[src/rtl/vga_pkg.sv]
// Shared VGA-side types: lever display state plus small elaboration helpers.
package vga_pkg;

  typedef enum logic [1:0] {
    LEVER_NEUTRAL = 2'd0,
    LEVER_UP      = 2'd1,
    LEVER_DOWN    = 2'd2
  } lever_state_t;

  function automatic int max_int(input int a, input int b);
    return (a > b) ? a : b;
  endfunction

  // Zero-length timers behave as one frame.
  function automatic int at_least_one(input int v);
    return (v < 1) ? 1 : v;
  endfunction

endpackage

[src/rtl/edge_detect.sv]
// Two-flop synchronizer followed by a rising-edge pulse.
// RST_VAL lets a level that is already high at reset look "old", so it cannot fire.
module edge_detect #(
  parameter logic RST_VAL = 1'b0
) (
  input  logic clk,
  input  logic rst,
  input  logic d_i,
  output logic rise_o
);

  logic s1_q, s2_q, s3_q;

  always_ff @(posedge clk) begin
    if (rst) begin
      s1_q <= RST_VAL;
      s2_q <= RST_VAL;
      s3_q <= RST_VAL;
    end else begin
      s1_q <= d_i;
      s2_q <= s1_q;
      s3_q <= s2_q;
    end
  end

  assign rise_o = s2_q & ~s3_q;

endmodule

[src/rtl/lever_ctl.sv]
// Lever control: hover test, click capture, hold/cooldown timing and a
// frame-latched display state for draw_lever.
module lever_ctl
  import vga_pkg::*;
#(
  parameter int lever_posit_x   = 100,
  parameter int lever_posit_y   = 100,
  parameter int width           = 100,
  parameter int height          = 50,
  parameter int highlight_range = 3,
  parameter int hold_frames     = 30,
  parameter int cooldown_frames = 15
) (
  input  logic         clk,
  input  logic         rst,
  input  logic         vblnk,
  input  logic [11:0]  xpos,
  input  logic [11:0]  ypos,
  input  logic         mouse_left,
  output lever_state_t lever_state,
  output logic         highlight,
  output logic         pull_event,
  output logic         pull_dir
);

  typedef enum logic [1:0] {IDLE, PULLED, COOLDOWN} lever_fsm_t;

  localparam int HOLD_EFF = at_least_one(hold_frames);
  localparam int COOL_EFF = at_least_one(cooldown_frames);
  localparam int CW       = $clog2(max_int(HOLD_EFF, COOL_EFF) + 1);

  localparam logic [CW-1:0] HOLD_LAST = CW'(HOLD_EFF - 1);
  localparam logic [CW-1:0] COOL_LAST = CW'(COOL_EFF - 1);
  localparam logic [CW-1:0] CNT_SAT   = '1;

  // Signed 13-bit bounds so a box near the origin does not wrap negative.
  localparam logic signed [12:0] X_LO  = 13'(lever_posit_x - highlight_range);
  localparam logic signed [12:0] X_HI  = 13'(lever_posit_x + width + highlight_range);
  localparam logic signed [12:0] Y_LO  = 13'(lever_posit_y - highlight_range);
  localparam logic signed [12:0] Y_HI  = 13'(lever_posit_y + height + highlight_range);
  localparam logic signed [12:0] Y_MID = 13'(lever_posit_y + height / 2);

  logic [11:0] xpos_q, ypos_q;
  logic        click, tick;

  lever_fsm_t    state_q, state_d;
  logic [CW-1:0] cnt_q, cnt_d;
  logic          pe_q, pe_d;
  logic          dir_q, dir_d;
  lever_state_t  lever_q, lever_d;
  logic          hl_q, hl_d;

  logic signed [12:0] x_s, y_s;
  logic               hit, upper;

  // Mouse button resets high so a press held through reset is not a click.
  edge_detect #(.RST_VAL(1'b1)) u_click (
    .clk    (clk),
    .rst    (rst),
    .d_i    (mouse_left),
    .rise_o (click)
  );

  edge_detect #(.RST_VAL(1'b0)) u_tick (
    .clk    (clk),
    .rst    (rst),
    .d_i    (vblnk),
    .rise_o (tick)
  );

  always_ff @(posedge clk) begin
    if (rst) begin
      xpos_q <= '0;
      ypos_q <= '0;
    end else begin
      xpos_q <= xpos;
      ypos_q <= ypos;
    end
  end

  assign x_s   = signed'({1'b0, xpos_q});
  assign y_s   = signed'({1'b0, ypos_q});
  assign hit   = (x_s >= X_LO) && (x_s <= X_HI) && (y_s >= Y_LO) && (y_s <= Y_HI);
  assign upper = (y_s < Y_MID);

  always_ff @(posedge clk) begin
    if (rst) begin
      state_q <= IDLE;
      cnt_q   <= '0;
      pe_q    <= 1'b0;
      dir_q   <= 1'b0;
      lever_q <= LEVER_NEUTRAL;
      hl_q    <= 1'b0;
    end else begin
      state_q <= state_d;
      cnt_q   <= cnt_d;
      pe_q    <= pe_d;
      dir_q   <= dir_d;
      lever_q <= lever_d;
      hl_q    <= hl_d;
    end
  end

  always_comb begin
    state_d = state_q;
    cnt_d   = cnt_q;
    pe_d    = 1'b0;
    dir_d   = dir_q;
    lever_d = lever_q;
    hl_d    = hl_q;

    // A click coinciding with a tick in IDLE wins; that tick is not counted.
    unique case (state_q)
      IDLE: begin
        if (click && hit) begin
          state_d = PULLED;
          cnt_d   = '0;
          pe_d    = 1'b1;
          dir_d   = upper;
        end
      end
      PULLED: begin
        if (tick) begin
          if (cnt_q == HOLD_LAST) begin
            state_d = COOLDOWN;
            cnt_d   = '0;
          end else begin
            cnt_d = (cnt_q == CNT_SAT) ? cnt_q : cnt_q + CW'(1);
          end
        end
      end
      COOLDOWN: begin
        if (tick) begin
          if (cnt_q == COOL_LAST) begin
            state_d = IDLE;
            cnt_d   = '0;
          end else begin
            cnt_d = (cnt_q == CNT_SAT) ? cnt_q : cnt_q + CW'(1);
          end
        end
      end
      default: begin
        state_d = IDLE;
        cnt_d   = '0;
      end
    endcase

    // Display reflects the state being entered at this frame boundary.
    if (tick) begin
      if (state_d == PULLED) lever_d = dir_d ? LEVER_UP : LEVER_DOWN;
      else                   lever_d = LEVER_NEUTRAL;
      hl_d = hit && (state_d == IDLE);
    end
  end

  assign lever_state = lever_q;
  assign highlight   = hl_q;
  assign pull_event  = pe_q;
  assign pull_dir    = dir_q;

endmodule

[config.mk]
export PLATFORM = sky130hd
export DESIGN_NAME = lever_ctl
export DESIGN_NICKNAME = d
export VERILOG_FILES = /design/src/rtl/vga_pkg.sv /design/src/rtl/edge_detect.sv /design/src/rtl/lever_ctl.sv
export SDC_FILE = /design/constraint.sdc
export NUM_CORES = 1
export LEC_CHECK = 0
export BUFFER_PORTS_ARGS = -buffer_cell sky130_fd_sc_hd__clkbuf_2
export CAP_MARGIN = 0
export CORE_UTILIZATION = 50
export CTS_CLUSTER_DIAMETER = 40
export CTS_CLUSTER_SIZE = 12
export DETAILED_ROUTE_END_ITERATION = 8
export GPL_TIMING_DRIVEN = 0
export PLACE_DENSITY = 0.75
export SLEW_MARGIN = 20
export SYNTH_ARGS = -nofsm -noshare
export SYNTH_HDL_FRONTEND = slang
export SYNTH_SLANG_ARGS = --single-unit
[constraint.sdc]
create_clock -name clk -period 3.65 [get_ports clk]
set_input_delay 0.1825 -clock clk [delete_from_list [all_inputs] [get_ports clk]]
set_output_delay 0.1825 -clock clk [all_outputs]
set_load 0.02 [all_outputs]
==> results of run 1 <==
## power groups by stage
stage	logic [mW]	registers (mW)	clock network, mW
final	0.0530	0.483	0.216
after global routing	0.0599	0.486	0.244
after CTS	0.0529	0.484	0.222
after detailed placement	0.0527	0.494	0
after global placement	0.0504	0.493	0
after floorplan	0.0316	0.492	0
## area by class of cell
type / count / area share (%)
flip-flops and latches: 42 / 42.6
multi-input cells: 119 / 41.1
repair buffers: 33 / 8.62
well taps: 44 / 2.79
clock buffers: 6 / 2.09
inverters: 9 / 1.71
plain buffers: 4 / 0.760
clock inverters: 1 / 0.380
## flip-flops by register name, indices dropped and copies added, names as in the netlist
| signal | flops |
|---|---|
| pull_event | 1 |
| pull_dir | 1 |
| u_click.s2_q | 1 |
| state_q | 2 |
| u_click.s1_q | 1 |
| lever_state | 2 |
| u_click.s3_q | 1 |
| u_tick.s1_q | 1 |
| u_tick.s3_q | 1 |
| ypos_q | 12 |
| xpos_q | 12 |
| u_tick.s2_q | 1 |
| cnt_q | 5 |
| highlight | 1 |
## per-layer routing
| layer | GRT usage, % | up-vias |
|---|---|---|
| met5 | 0 | - |
| met4 | 12.0 | 0 |
| met3 | 6.71 | 5 |
| met2 | 37.0 | 31 |
| met1 | 23.0 | 613 |
| li1 | - | 686 |
## through the flow
stage	util (%)	instances
3_3_place_gp	61.2	250
2_1_floorplan	-	174
3_5_place_dp	61.2	250
6_report	63.1	258
5_1_grt	63.1	258
4_1_cts	62.8	257
## logic make-up after synthesis
family / synth area share (%)
flops: 49.4
simple gates: 30.2
compound gates: 11.8
buf+inv: 2.87
mux: 0.589
fa+ha+maj: 5.15
## worst max-delay path by stage
| stage | end | slack [ns] | depth (start not counted) |
|---|---|---|---|
| floorplan | cnt_q[0]$_SDFFE_PP0P_ | 1.67 | 6 |
| global placement | cnt_q[0]$_SDFFE_PP0P_ | 1.46 | 6 |
| detailed placement | cnt_q[0]$_SDFFE_PP0P_ | 1.39 | 6 |
| CTS | cnt_q[0]$_SDFFE_PP0P_ | 1.35 | 6 |
| global route | cnt_q[0]$_SDFFE_PP0P_ | 1.15 | 6 |
| finish | cnt_q[0]$_SDFFE_PP0P_ | 1.32 | 6 |
## cell usage in the layout, fill, tap and decap left out, types with 3 or more instances in the layout
cell type,Yosys,final
and3_1,4,4
nor2_1,12,12
clkbuf_4,0,5
nor3_1,4,4
nand3_1,5,5
clkbuf_2,0,32
o21ai_0,5,5
inv_1,9,9
nor2b_1,29,29
clkbuf_1,4,5
or2_2,4,4
dfxtp_1,42,42
nand2b_1,3,3
ha_1,7,7
nand2_1,9,9
## repair_timing
action,in CTS,in global routing
endpoints found under the setup margin,0,0
hold buffers,0,1
hold endpoints to repair,0,1
==> metrics.cfg, run 1 <==
[outcome]
status=completed

[synthesis]
synth_common_cells=dfxtp_1 (42), nor2b_1 (29), nor2_1 (12)
syn_inst=174
syn-num-nets=209
yosys.cell_count.top_type=dfxtp_1
synth-seq-cells=42
avgSynthCellArea_um2=9.77
netlist.top_cell.by_area=dfxtp_1
synth_edf_count=0
synth_ff_type=dfxtp_1
yosysTopAreaCellShare_pct=49.4
netlist_area_um2=1700
seq_area_frac_synth_pct=49.4
synth_top_cells_by_area=dfxtp_1 (49%), nor2b_1 (11%), ha_1 (5.2%), nor2_1 (2.6%), inv_1 (2.0%)
ys_warn_count=0
synth-async-reset-ratio_pct=0
yosysUniqueCellTypes=42

[clock_tree]
cts_tree=done
cts_resized=0
clk_pin_slew_worst_paths_ns=0.12
cts_post_setup_buffers_inserted=0
clock_latency_ns=0.35
htree_levels=2
clk_path_buf_depth=2
numCtsBuffers=5
clock_sinks=42
clock-root-buffer=clkbuf_4

[setup_path]
critPathBufInv=0
worstSetupPathType=flip-flop to flip-flop
crit_chain=nor4_4 -> o311ai_1 -> nor3_2 -> a41oi_2 -> or4b_1 -> o22ai_1
end_kind=flip-flop
rr_worst_depth=6
crit_start=ypos_q[11]$_SDFF_PP0_
reg2reg_slack_ns=1.32
crit_family=simple AND/OR/NAND/NOR gates
cp_slowest_cell=or4b_1
crit_required_ns=3.94
r2r-start=ypos_q[11]$_SDFF_PP0_
critPathMaxFanout=9
worstReg2RegEnd=cnt_q[0]$_SDFFE_PP0P_
max_stage_delay_ns=0.63
worst_ep_arrival_time_ns=2.62
crit_path_start_kind=flip-flop

[placed_design]
pre_cts_ws_ns=1.39
dpl_cell_area_um2=1920
portBuffers=32
dpl.hpwl_mm=2.49
gp_congestion=0.801

[global_routing]
grt_pass1_wl_mm=5.54
grt_pass1_vias=1318
grt_max_degree=13
grt_usage_pct=21.4
antenna_found_initial=0
grt-ovfl-total=0

[timing]
period_minus_slack_ns=2.33
hold_viol=0
worst_pin_slew_ns=0.597
max_freq_mhz=428
grt_setup_unrepaired=no
post-route-period-util_pct=64.0
setup_tns_ns=0
hold_ws_ns=0.0276
fin_skew_ns=0.00785
setup_slack_ns=1.32
slew_viol_final=0
setup_viol=0
slew_headroom_pct=59.8

[power_and_ir_drop]
vdd_ir_drop_max_v=0.000277
pwr-share-seq_pct=64.3
finalPower_uw=752
p_leak_nw=0.828
internal_power_uw=575
p_clk_share_pct=28.7
power.switching_uw=177
netSwitchingFraction_pct=23.5
combPwrFrac_pct=7.1
power_density_nw_per_um2=381

[cells_and_area]
seq_area_um2=841
nFillCells=270
final_nets=249
area_growth_pct=16.1
multi_input_area_um2=811
num_antenna_cells=0
fin_area_um2=1970
drive_gt1_share_pct=22.9

[route]
dr_total_vias=1335
drt_iter0_drc=77
postRouteAntennaNets=0
top_layer=met4
avgViaCountPerCell=5.17
wl_mm=3.29
avgRoutedWirePerCell_um=12.8
wl_met1_mm=1.42
drc=0
dr.pass1.iters=4
wl_met3_um=150
met2_length_mm=1.66

[job]
drv_cap=0

[die]
core_um2=3130
die_y_um=60.3
std_cell_rows=20
io_pins=33
die_x_um=60.3
die_area_um2=3640
initial_core_util_pct=54.4

[min_path]
hold_end=xpos_q[2]$_SDFF_PP0_
whs_path_depth=2
hold_class=primary input to flip-flop
worstHoldStart=xpos[2]

Note: power is estimated with default switching activity, not from simulation.
==> run 2, diff against run 1 <==
- ABC_AREA: unset -> 1
- clock period: 3.65 -> 2.4 ns (I/O delays scaled with it)
==> run 2 against run 1 <==
Via count is 13% higher. Hold slack worse by 0.016 ns. Die area is 8.3% higher. Largest power group unchanged. Design area is 9.3% higher. Clock-buffer cell count is 1 lower. Sequential cell count stayed put. Combinational power is 74% higher. Synthesized cell count is 46% higher.
==> metrics.cfg, run 2 <==
[outcome]
status=completed

[synthesis]
yosys.cell_count.top_type=nor2_1
syn_inst=254  ; +46%
synth_top_cells_by_area=dfxtp_1 (46%), nor2_1 (13%), inv_1 (10%), nand2_1 (7.3%), ha_1 (4.7%)
synth_common_cells=nor2_1 (66), inv_1 (51), dfxtp_1 (42)
syn-num-nets=289  ; +38%
synth-async-reset-ratio_pct=0  ; unchanged
avgSynthCellArea_um2=7.27  ; -26%
synth_edf_count=0  ; unchanged
yosysUniqueCellTypes=27  ; -36%
netlist.top_cell.by_area=dfxtp_1
ys_warn_count=0  ; unchanged
yosysTopAreaCellShare_pct=45.6  ; -3.9 points
synth-seq-cells=42  ; unchanged
synth_ff_type=dfxtp_1
netlist_area_um2=1850  ; +8.5%
seq_area_frac_synth_pct=45.6  ; -3.9 points

[global_routing]
grt_pass1_vias=1392  ; +5.6%
grt_max_degree=15  ; +2
grt_pass1_wl_mm=5.68  ; +2.5%
grt-ovfl-total=0  ; unchanged
antenna_found_initial=0  ; unchanged
grt_usage_pct=18.5  ; -2.9 points

[setup_path]
crit_top_cell=nor2_1
worstSetupPathType=flip-flop to flip-flop
crit_family=simple AND/OR/NAND/NOR gates
reg2reg_slack_ns=0.69  ; -0.63 ns
cp_slowest_cell=dfxtp_1
r2r-start=ypos_q[11]$_SDFF_PP0_
worst_ep_arrival_time_ns=1.88  ; -0.74 ns
end_kind=flip-flop
critPathBufInv=0  ; unchanged
worstReg2RegEnd=lever_state[1]$_SDFFE_PP0P_
crit_required_ns=2.57  ; -1.37 ns
critPathMaxFanout=4  ; -5
crit_path_start_kind=flip-flop
max_stage_delay_ns=0.30  ; -0.33 ns
crit_chain=nor2_1 -> nand2_1 -> nor2_1 -> nand2_1 -> a21oi_2 -> nor2_4 -> nand2_2 -> nand2_2 -> nand2_1 -> nand2_2 -> nand2_2 -> nor2_1 -> nor2_1 -> nor2_1
rr_worst_depth=14  ; +8

[min_path]
hold_class=primary input to flip-flop
whs_path_depth=3  ; +1
worstHoldStart=xpos[2]
hold_end=xpos_q[2]$_SDFF_PP0_

[job]
drv_cap=0  ; unchanged

[clock_tree]
clock_sinks=42  ; unchanged
cts_tree=done
cts_post_setup_buffers_inserted=0  ; unchanged
numCtsBuffers=5  ; unchanged
clock-root-buffer=clkbuf_8
clk_pin_slew_worst_paths_ns=0.08  ; -0.04 ns
clk_path_buf_depth=2  ; unchanged
clock_latency_ns=0.29  ; -0.06 ns
htree_levels=2  ; unchanged

[timing]
grt_setup_unrepaired=no
post-route-period-util_pct=71.3  ; +7.3 points
setup_slack_ns=0.688  ; -0.627 ns
hold_viol=0  ; unchanged
period_minus_slack_ns=1.71  ; -0.623 ns
slew_headroom_pct=70.0  ; +10 points
hold_ws_ns=0.0111  ; -0.0165 ns
setup_tns_ns=0  ; unchanged
max_freq_mhz=584  ; +36%
slew_viol_final=0  ; unchanged
setup_viol=0  ; unchanged
worst_pin_slew_ns=0.451  ; -0.146 ns
fin_skew_ns=0.00669  ; -0.00116 ns

[power_and_ir_drop]
p_clk_share_pct=35.0  ; +6.3 points
combPwrFrac_pct=7.3  ; +0.2 points
power.switching_uw=305  ; +73%
pwr-share-seq_pct=57.7  ; -6.6 points
netSwitchingFraction_pct=24.0  ; +0.49 points
power_density_nw_per_um2=589  ; +55%
internal_power_uw=967  ; +68%
vdd_ir_drop_max_v=0.000464  ; +68%
p_leak_nw=1.06  ; +28%

[route]
wl_mm=3.04  ; -7.6%
avgViaCountPerCell=4.43  ; -14%
drt_iter0_drc=80  ; +3.9%
postRouteAntennaNets=0  ; unchanged
avgRoutedWirePerCell_um=8.95  ; -30%
drc=0  ; unchanged
dr.pass1.iters=4  ; unchanged
dr_total_vias=1506  ; +13%

[cells_and_area]
multi_input_area_um2=792  ; -2.3%
final_common_cell=nor2_1
seq_area_um2=841  ; unchanged
final_cell_mix=nor2_1 (66), inv_1 (51), dfxtp_1 (42), nand2_1 (36), clkbuf_2 (31)
drive_gt1_share_pct=19.7  ; -3.2 points
area_growth_pct=16.9
num_antenna_cells=0  ; unchanged
largestRegisters=xpos_q: 12 flops, ypos_q: 12 flops, cnt_q: 5 flops
final_nets=328  ; +32%
nFillCells=323  ; +20%
fin_cells=340  ; +32%

[placed_design]
gp_congestion=0.800  ; about the same
portBuffers=31  ; -3.1%
dp_cells=331  ; +32%
pre_cts_ws_ns=0.714  ; -0.673 ns
dpl.hpwl_mm=2.34  ; -6.0%

[die]
die_area_um2=3940  ; +8.3%
std_cell_rows=21  ; +5.0%
die_y_um=62.8  ; +4.0%
core_um2=3440  ; +10%
die_x_um=62.8  ; +4.0%
initial_core_util_pct=53.6  ; -0.74 points
io_pins=33  ; unchanged

run 2: layout make-up:
| cell class | instances | share of cell area [%] |
|---|---|---|
| inverter | 52 | 9.16 |
| clock inverter | 3 | 0.986 |
| tap | 46 | 2.67 |
| clock buffer | 5 | 3.19 |
| buffer | 4 | 0.696 |
| sequential | 42 | 39.0 |
| multi-input combinational | 156 | 36.7 |
| timing repair buffer | 32 | 7.65 |
run 2: worst max-delay path by stage:
stage,startpoint,to,slack [ns],cells after the start
2_1_floorplan,ypos_q[8]$_SDFF_PP0_,lever_state[1]$_SDFFE_PP0P_,0.92,14
3_5_place_dp,ypos_q[11]$_SDFF_PP0_,lever_state[1]$_SDFFE_PP0P_,0.71,14
4_1_cts,ypos_q[11]$_SDFF_PP0_,lever_state[1]$_SDFFE_PP0P_,0.68,14
3_3_place_gp,ypos_q[11]$_SDFF_PP0_,lever_state[1]$_SDFFE_PP0P_,0.72,14
6_report,ypos_q[11]$_SDFF_PP0_,lever_state[1]$_SDFFE_PP0P_,0.69,14
5_1_grt,ypos_q[11]$_SDFF_PP0_,lever_state[0]$_SDFFE_PP0P_,0.37,14
run 2: per-layer routing:
metal	vias to the layer above	wire length, um	track usage, %
li1	826	-	-
met1	648	1530	22.1
met3	2	122	6.75
met2	30	1370	30.7
met4	0	22	6.10
met5	-	0	0
run 2: timing repair:
item,4_1_cts,5_1_grt
resized for setup,0,0
endpoints found under the hold margin,0,1
hold buffers,0,1
run 2: cells by family after synthesis:
group / Yosys count / synth area share, %
xor+xnor: 2 / 1.36
compound gates: 20 / 6.44
simple gates: 127 / 30.4
fa+ha+maj: 7 / 4.75
flops: 42 / 45.6
buf+inv: 56 / 11.5
run 2: power groups by stage:
stage / combinational [mW] / sequential, mW / clock (mW)
final: 0.0923 / 0.734 / 0.446
after global routing: 0.109 / 0.738 / 0.499
after CTS: 0.0925 / 0.734 / 0.456
after detailed placement: 0.0917 / 0.751 / 0
after global placement: 0.0902 / 0.750 / 0
after floorplan: 0.0596 / 0.747 / 0
run 2: worst register-to-register path: cells and delay by family (launching register included):
kind / cells / cell delay [ns]
compound gates: 1 / 0.19
simple gates: 13 / 1.09
flops: 1 / 0.30
run 2: stage by stage:
stage / power (mW) / instance area (um2) / utilization (%)
2_1_floorplan: 0.807 / 1850 / -
3_3_place_gp: 0.840 / 2060 / 59.8
3_5_place_dp: 0.842 / 2060 / 59.8
4_1_cts: 1.28 / 2150 / 62.4
5_1_grt: 1.35 / 2160 / 62.7
6_report: 1.27 / 2160 / 62.7
